<file path="config.mk">
export PLATFORM = sky130hd
export DESIGN_NAME = pll_reset_seq
export DESIGN_NICKNAME = d
export VERILOG_FILES = /design/src/rtl/pll_reset_seq.sv
export SDC_FILE = /design/constraint.sdc
export NUM_CORES = 1
export LEC_CHECK = 0
export ABC_AREA = 1
export BUFFER_PORTS_ARGS = -buffer_cell sky130_fd_sc_hd__clkbuf_2
export CAP_MARGIN = 30
export CORE_MARGIN = 5
export CORE_UTILIZATION = 55
export DETAILED_ROUTE_END_ITERATION = 8
export PLACE_DENSITY = 0.73
export SLEW_MARGIN = 20
export SYNTH_ARGS = -nofsm -noshare
export SYNTH_HDL_FRONTEND = slang
export SYNTH_SLANG_ARGS = --single-unit
</file>
<file path="constraint.sdc">
create_clock -name clk_74a -period 2.6 [get_ports clk_74a]
set_input_delay 0.52 -clock clk_74a [delete_from_list [all_inputs] [get_ports clk_74a]]
set_output_delay 0.52 -clock clk_74a [all_outputs]
set_load 0.02 [all_outputs]
</file>
<file path="src/rtl/pll_reset_seq.sv">
// rtl/pll_reset_seq.sv - PLL reset pulse, lock qualification and core reset release sequencer
// Optional macro PLL_RETRY_EN: a WAIT_LOCK timeout re-pulses pll_rst instead of waiting on.
module pll_reset_seq #(
   parameter int RST_PULSE_CYCLES   = 16,
   parameter int LOCK_STABLE_CYCLES = 1024,
   parameter int TIMEOUT_CYCLES     = 65536
) (
   input  logic       clk_74a,
   input  logic       reset_n,
   input  logic       pll_locked,
   output logic       pll_rst,
   output logic       core_reset_n,
   output logic       pll_ready,
   output logic [7:0] relock_count,
   output logic [7:0] timeout_count
);
   typedef enum logic [1:0] {RESET_PLL, WAIT_LOCK, STABLE, RUN} state_t;

   localparam logic [7:0]  RST_LAST    = 8'(RST_PULSE_CYCLES - 1);
   localparam logic [15:0] STABLE_LAST = 16'(LOCK_STABLE_CYCLES - 1);
   localparam logic [19:0] TMO_LAST    = 20'(TIMEOUT_CYCLES - 1);

   state_t      state_q;
   logic [1:0]  sync_q;
   logic [7:0]  rst_cnt_q;
   logic [15:0] stable_cnt_q;
   logic [19:0] tmo_cnt_q;
   logic        pll_rst_q;
   logic        core_reset_n_q;
   logic        pll_ready_q;
   logic [7:0]  relock_q;
   logic [7:0]  timeout_q;
   logic [7:0]  relock_d;
   logic [7:0]  timeout_d;
   logic        lk;

   assign lk        = sync_q[1];
   assign relock_d  = (relock_q == 8'hFF) ? relock_q : relock_q + 8'd1;
   assign timeout_d = (timeout_q == 8'hFF) ? timeout_q : timeout_q + 8'd1;

   always_ff @(posedge clk_74a or negedge reset_n) begin
      if (!reset_n) begin
         state_q        <= RESET_PLL;
         sync_q         <= 2'b00;
         rst_cnt_q      <= 8'd0;
         stable_cnt_q   <= 16'd0;
         tmo_cnt_q      <= 20'd0;
         pll_rst_q      <= 1'b1;
         core_reset_n_q <= 1'b0;
         pll_ready_q    <= 1'b0;
         relock_q       <= 8'd0;
         timeout_q      <= 8'd0;
      end else begin
         sync_q <= {sync_q[0], pll_locked};
         case (state_q)
            RESET_PLL: begin
               if (rst_cnt_q == RST_LAST) begin
                  state_q   <= WAIT_LOCK;
                  pll_rst_q <= 1'b0;
                  tmo_cnt_q <= 20'd0;
               end else begin
                  rst_cnt_q <= rst_cnt_q + 8'd1;
               end
            end
            WAIT_LOCK: begin
               if (lk) begin
                  state_q      <= STABLE;
                  stable_cnt_q <= 16'd0;
               end else if (tmo_cnt_q == TMO_LAST) begin
                  timeout_q <= timeout_d;
`ifdef PLL_RETRY_EN
                  state_q   <= RESET_PLL;
                  pll_rst_q <= 1'b1;
                  rst_cnt_q <= 8'd0;
`else
                  tmo_cnt_q <= 20'd0;
`endif
               end else begin
                  tmo_cnt_q <= tmo_cnt_q + 20'd1;
               end
            end
            STABLE: begin
               // A loss sample wins over a counter completing in the same cycle.
               if (!lk) begin
                  state_q   <= WAIT_LOCK;
                  tmo_cnt_q <= 20'd0;
               end else if (stable_cnt_q == STABLE_LAST) begin
                  state_q        <= RUN;
                  core_reset_n_q <= 1'b1;
                  pll_ready_q    <= 1'b1;
               end else begin
                  stable_cnt_q <= stable_cnt_q + 16'd1;
               end
            end
            RUN: begin
               if (!lk) begin
                  state_q        <= RESET_PLL;
                  pll_rst_q      <= 1'b1;
                  core_reset_n_q <= 1'b0;
                  pll_ready_q    <= 1'b0;
                  rst_cnt_q      <= 8'd0;
                  relock_q       <= relock_d;
               end
            end
            default: state_q <= RESET_PLL;
         endcase
      end
   end

   assign pll_rst       = pll_rst_q;
   assign core_reset_n  = core_reset_n_q;
   assign pll_ready     = pll_ready_q;
   assign relock_count  = relock_q;
   assign timeout_count = timeout_q;
endmodule

</file>
After elaboration in Yosys (flattened, before gate mapping)
Index checks and enable logic that the tools add are counted.
Widths: inputs -> output; s select.

word-level totals
  output and inout port bits = 19
  logic and storage cells = 73
  bits in registers = 66

operators by class
  reductions and logical operators = 13
  multiplexer cells = 25
  bitwise gates (word level) = 3
  equal/unequal tests = 18
  add/sub/neg operators = 5

operator list
  cell                   count
  $mux 20                4
  $pmux 20 s3            1
  $mux 16                3
  $pmux 16 s2            1
  $add 8x1->8 const B    3
  $add 20x1->20 const B  1
  $eq 20x16->1 const B   1
  $reduce_and 4->1       5
  $ne 2x2->1 const B     9
  $add 16x1->16 const B  1
  $eq 16x10->1 const B   1
  $eq 8x8->1 const B     2
  $mux 8                 2
  $pmux 8 s2             1
  $mux 2                 5
  $reduce_and 3->1       3
  $eq 8x4->1 const B     1
  $pmux 2 s4             1
  $reduce_bool 2->1      3
  $mux 1                 5
  $eq 2x2->1 const B     2
  $pmux 1 s2             2
  $ne 3x3->1 const B     1
  $not 1->1              3
  other kinds (3)        3

Logic depth before layout (Yosys ltp)
  depth in word-level cells = 4
  depth in mapped cells = 11
  mapped depth without buffers = 10

Least setup slack after synthesis
Ideal clock, no wire load.

  kind = register to register
  start = register timeout_q[0] (netlist: timeout_count[0])
  end = register timeout_q[5] (netlist: timeout_count[5])
  period minus slack after synthesis = 1628 ps
  stages on the path, launching flop included = 9
  buffers on the path = 1
  data required time = 2479 ps
  arrival time = 1507 ps
  slack = 972 ps
  cell sequence = dfrtp_1 -> ha_1 -> nand3_1 -> nor2_1 -> a21oi_1 -> nand3_4 -> buf_6 -> nand2_2 -> o21ai_2

between the ends
  cells in the longest elaborated chain, start to end = 3

RTL lines
  element                                              line  text
  start: declaration                                   32    logic [7:0] timeout_q;
  start signal: assignment                             70    timeout_q <= timeout_d;
  branches (longest 3 deep; another with $add 8x1->8)  n/a

Parallel ways; which one is timed is not known.
A chain may end at the register's enable or synchronous reset.

Final worst setup path
  start = register state_q[0]
  end = register stable_cnt_q[1]

between the ends
  cells in the longest elaborated chain, start to end = 3

RTL lines
  element                                                                  line  text
  start: declaration                                                       23    state_t state_q;
  start signal: assignment                                                 43    state_q <= RESET_PLL;
  start signal: assignment                                                 58    state_q <= WAIT_LOCK;
  start signal: assignment                                                 67    state_q <= STABLE;
  $eq 2x2->1 / $eq 2x1->1 (equally long branches)                          55    case (state_q)
  $ne 2x2->1 (no source line) / $reduce_bool 2->1 (equally long branches)  n/a
  $reduce_and 4->1 (no source line)                                        n/a
  end signal: assignment                                                   92    stable_cnt_q <= stable_cnt_q + 16'd1;
  end: declaration                                                         26    logic [15:0] stable_cnt_q;

Parallel ways exist; a longest one is shown, timed or not.

==> summary by stage <==
Status
The flow ran to the end, and the final reports show no timing, DRC or antenna violations.

Clock network
The clock tree from TritonCTS is built. Post-CTS repair changed the size of 0 cells. TritonCTS created 9 clock buffers. The clock passes through at most 2 buffers. The cell sitting at the root of the clock tree is a clkbuf_8. The clock net in this run drives a total of 66 sinks.

The H-tree was split into 3 levels. The count of hold buffers inserted by post-cts repair is 0. The source-to-sink clock delay at the later pin of the worst-skew pair is 360 ps. After clock tree synthesis, the clock-pin slew on the worst setup and hold paths is about 90 ps. The number of setup buffers added after CTS is 0.

Global routing
Entering global routing, the biggest net connects 43 pins. The number of antenna violations at the first check in global routing is 0. After global routing the overflow that remains totals 0. The global-route wire length before repair is 14.12 mm. The via count of the first global-routing pass is 3144.

For this run, the total global-route usage over all layers was measured as 20.35%.

Drt
The length of the first detailed-routing pass in iterations is 4. The via count is 3342. Using the TritonRoute via totals, the vias-per-cell ratio works out to 5.173.

The average routed wire per standard cell is around 13 um. The final layout contains routed wiring with a total length of 8.124 mm. The post-detailed-route DRC marker count is 0.

For this block, the initial DRC count from the detailed router was 104. The count of nets left with antenna violations after detail routing is 0.

Floorplan
The die covers 8766 um2. The top-level port count is 22. The number of placement rows is 30. The y dimension of the die is between 90 and 100 um. In this run the standard cell core region covers 6794 um2. The floorplan step set the die width to approximately 94 um. Once the floorplan was initialized, standard cells occupied between 50% and 60% of the core.

Setup path
The kind of capture point of the worst setup path is a flop. The start point of the critical path is state_q[0]. On the worst path, the slowest cell contributes a delay of ~420 ps.

The highest fanout seen on the critical path is 14. The startpoint identified for the worst register-to-register timing path is state_q[0]. Traced cell by cell, the critical path runs through inv_2 -> nand2_1 -> inv_1 -> nand3_2 -> nand2_2 -> buf_4 -> o21ai_0.

The setup slack on the worst flop-to-flop path is 600 ps. The endpoint of the worst register-to-register path is stable_cnt_q[1]. The nature of the critical path startpoint is a flop. At the worst endpoint, the arrival time is about 2200 ps. The required time of the critical path is 2820 ps. On the critical path, the stage with the largest delay is an instance of dfrtp_1. The end point of the critical path is stable_cnt_q[1]. The worst register-to-register path has a depth of 7. The type of the worst setup path is flop to flop.

Timing
Subtracting the final worst setup slack from the clock period gives 1995 ps. Setup repair after global routing left no endpoint under its margin. At the pin with the least slew margin, the transition time is roughly 540 ps.

The number of max-slew violations in the final report is 0. The remaining max-slew budget at the tightest pin is between 60% and 70%. The count of final setup violators is 0. The final-layout setup total negative slack is 0 ps.

The hold violation count in the final report is 0. The largest clock skew in the final design is 15.82 ps. The highest achievable clock rate is 501.2 MHz.

On the final layout, the worst hold slack is 143.4 ps. The post-route fraction of the period consumed by the critical path is 76.74%.

Finish
The top cell types in the final layout, fill and taps aside, are 167 x nand2_1, 66 x nor2_1, 65 x dfrtp_1. The most frequent standard cell in the layout excluding fill and tap cells is nand2_1. The number of antenna diodes in the final layout is 0.

After routing the design area is 4212 um2. In the final design database the tool counted around 550 nets. The growth of design area from synthesis to finish is 9.499%.

The register area is 1653 um2. The area of combinational cells with multiple inputs is 1923 um2. Fill cells in the final layout number between 500 and 600.

The share of layout cells above drive strength 1 is between 10% and 20%. The number of standard cells in the final layout excluding fillers is 646.

Synthesis
The post-synthesis register bit count is 66. The number of cells produced by synthesis is approximately 520. Yosys printed 0 warnings. The synthesized netlist net count is 526. Yosys mapped a number of flops with a built-in enable equal to 0. Sequential elements use 42.97% of the synthesized area. Dividing the synthesized area by the synthesized cell count gives 7.425 um2. Sorting the synthesized cells by area gives the leading types as dfrtp_1 42%, nand2_1 16%, nor2_1 6.4%. The area share of the leading cell type in the synthesized netlist is 42.29%.

In the synthesized netlist the dominant register cell turns out to be dfrtp_1. After synthesis the cells add up to 3846 um2. Counting distinct cell types in the post-synthesis netlist gives 32. The biggest area contributor in the post-synthesis netlist is dfrtp_1.

The async set-or-reset flop fraction in the synthesized netlist is 100.0%.

Placement
In this run the cell area measured after placement is a little over 4000 um2. The global placement routability congestion is 0.8440. The HPWL reported at the end of detailed placement is a little under 6 mm.

Counting tap cells, the placed design contains a total of 630 instances. The count of buffers inserted at the top-level ports is 21.

Power and ir drop
The worst-case IR drop observed on VDD is 545.5 uV. Per report_power, the clock group accounts for 28.5% of the total. Internal power comes to 1.711 mW. The switching power as a share of total power is 39.36%.

The power density normalized to cell area is 670.0 nW/um2. The static power due to leakage is 1.990 nW. Combinational logic burns 26.5% of the power. The share of total power dissipated in sequential elements is 45.0%. The analysis attributes to net switching a power of 1.111 mW.

Hold path
The path type of the worst min-delay path is primary input to asynchronous set/reset pin.

Run
The total of max-cap violations is 0.
## per-stage QoR
step | total power, mW | setup slack, ps | utilization, %
after floorplan | 1.821 | 971.8 | -
after global placement | 2.005 | 641.9 | 59.37
after detailed placement | 2.038 | 592.3 | 59.37
after CTS | 2.838 | 602.1 | 61.99
after global routing | 3.003 | 411.4 | 61.99
final | 2.822 | 604.8 | 61.99
## registers in the layout, indices dropped and copies added, names as in the netlist
register / cells
pll_rst: 1
tmo_cnt_q: 20
stable_cnt_q: 16
rst_cnt_q: 8
pll_ready: 1
state_q: 2
timeout_count: 8
relock_count: 8
sync_q: 2
## routing by layer
| metal | track usage, % | wire (um) | vias to the layer above |
|---|---|---|---|
| met1 | 26.51 | 3906 | 1568 |
| met2 | 33.06 | 3840 | 55 |
| li1 | - | - | 1709 |
| met3 | 3.942 | 270 | 10 |
| met4 | 8.664 | 106 | 0 |
| met5 | 0 | 0 | - |
## worst max-delay path: cells and delay by family (launching register included)
family                 cells  cell delay [ps]
flip-flops                 1              420
buffers and inverters      3              760
AND/OR/NAND/NOR            3              590
AO/OA/AOI/OAI              1              100
## logic make-up after synthesis
family / Yosys count / synth area share, %
AND/OR/NAND/NOR: 313 / 34.84
flip-flops: 66 / 42.97
buffers and inverters: 61 / 7.026
AO/OA/AOI/OAI: 44 / 6.929
XOR/XNOR: 29 / 6.604
adder cells (fa/ha/maj): 5 / 1.627
## cell type report
class                      count  area share (%)
multi-input combinational    391           45.66
sequential                    66           39.25
inverter                      50           4.456
timing repair buffer          27           3.565
clock buffer                   9           2.941
tap                           96           2.852
clock inverter                 7           1.277
## Yosys cell counts, types with 4 or more instances
cell type and n:
nor3_1 8, o21ai_0 18, nand3_1 39, xnor2_1 7, nand2_1 167, nand4_1 17, nor2_1 66, nand2_2 6
buf_4 4, a21oi_1 9, dfrtp_1 65, ha_1 5, xor2_1 22, o21ai_2 8, inv_1 47
## power groups by stage
| stage | logic, mW | clock network (mW) | registers (mW) |
|---|---|---|---|
| 3_3_place_gp | 0.723 | 0 | 1.28 |
| 3_5_place_dp | 0.753 | 0 | 1.28 |
| 5_1_grt | 0.850 | 0.862 | 1.29 |
| 2_1_floorplan | 0.527 | 0 | 1.29 |
| 6_report | 0.749 | 0.804 | 1.27 |
| 4_1_cts | 0.753 | 0.819 | 1.27 |
## how the worst min path moves through the flow
stage / end / cells after the start / slack (ps)
after floorplan: pll_ready / 0 / 220
after global placement: sync_q[1] / 0 / 340
after detailed placement: sync_q[1] / 0 / 340
after CTS: timeout_count[3] / 2 / 140
after global routing: timeout_count[3] / 2 / 170
final: timeout_count[3] / 2 / 140
(Power assumes the default switching activity.)
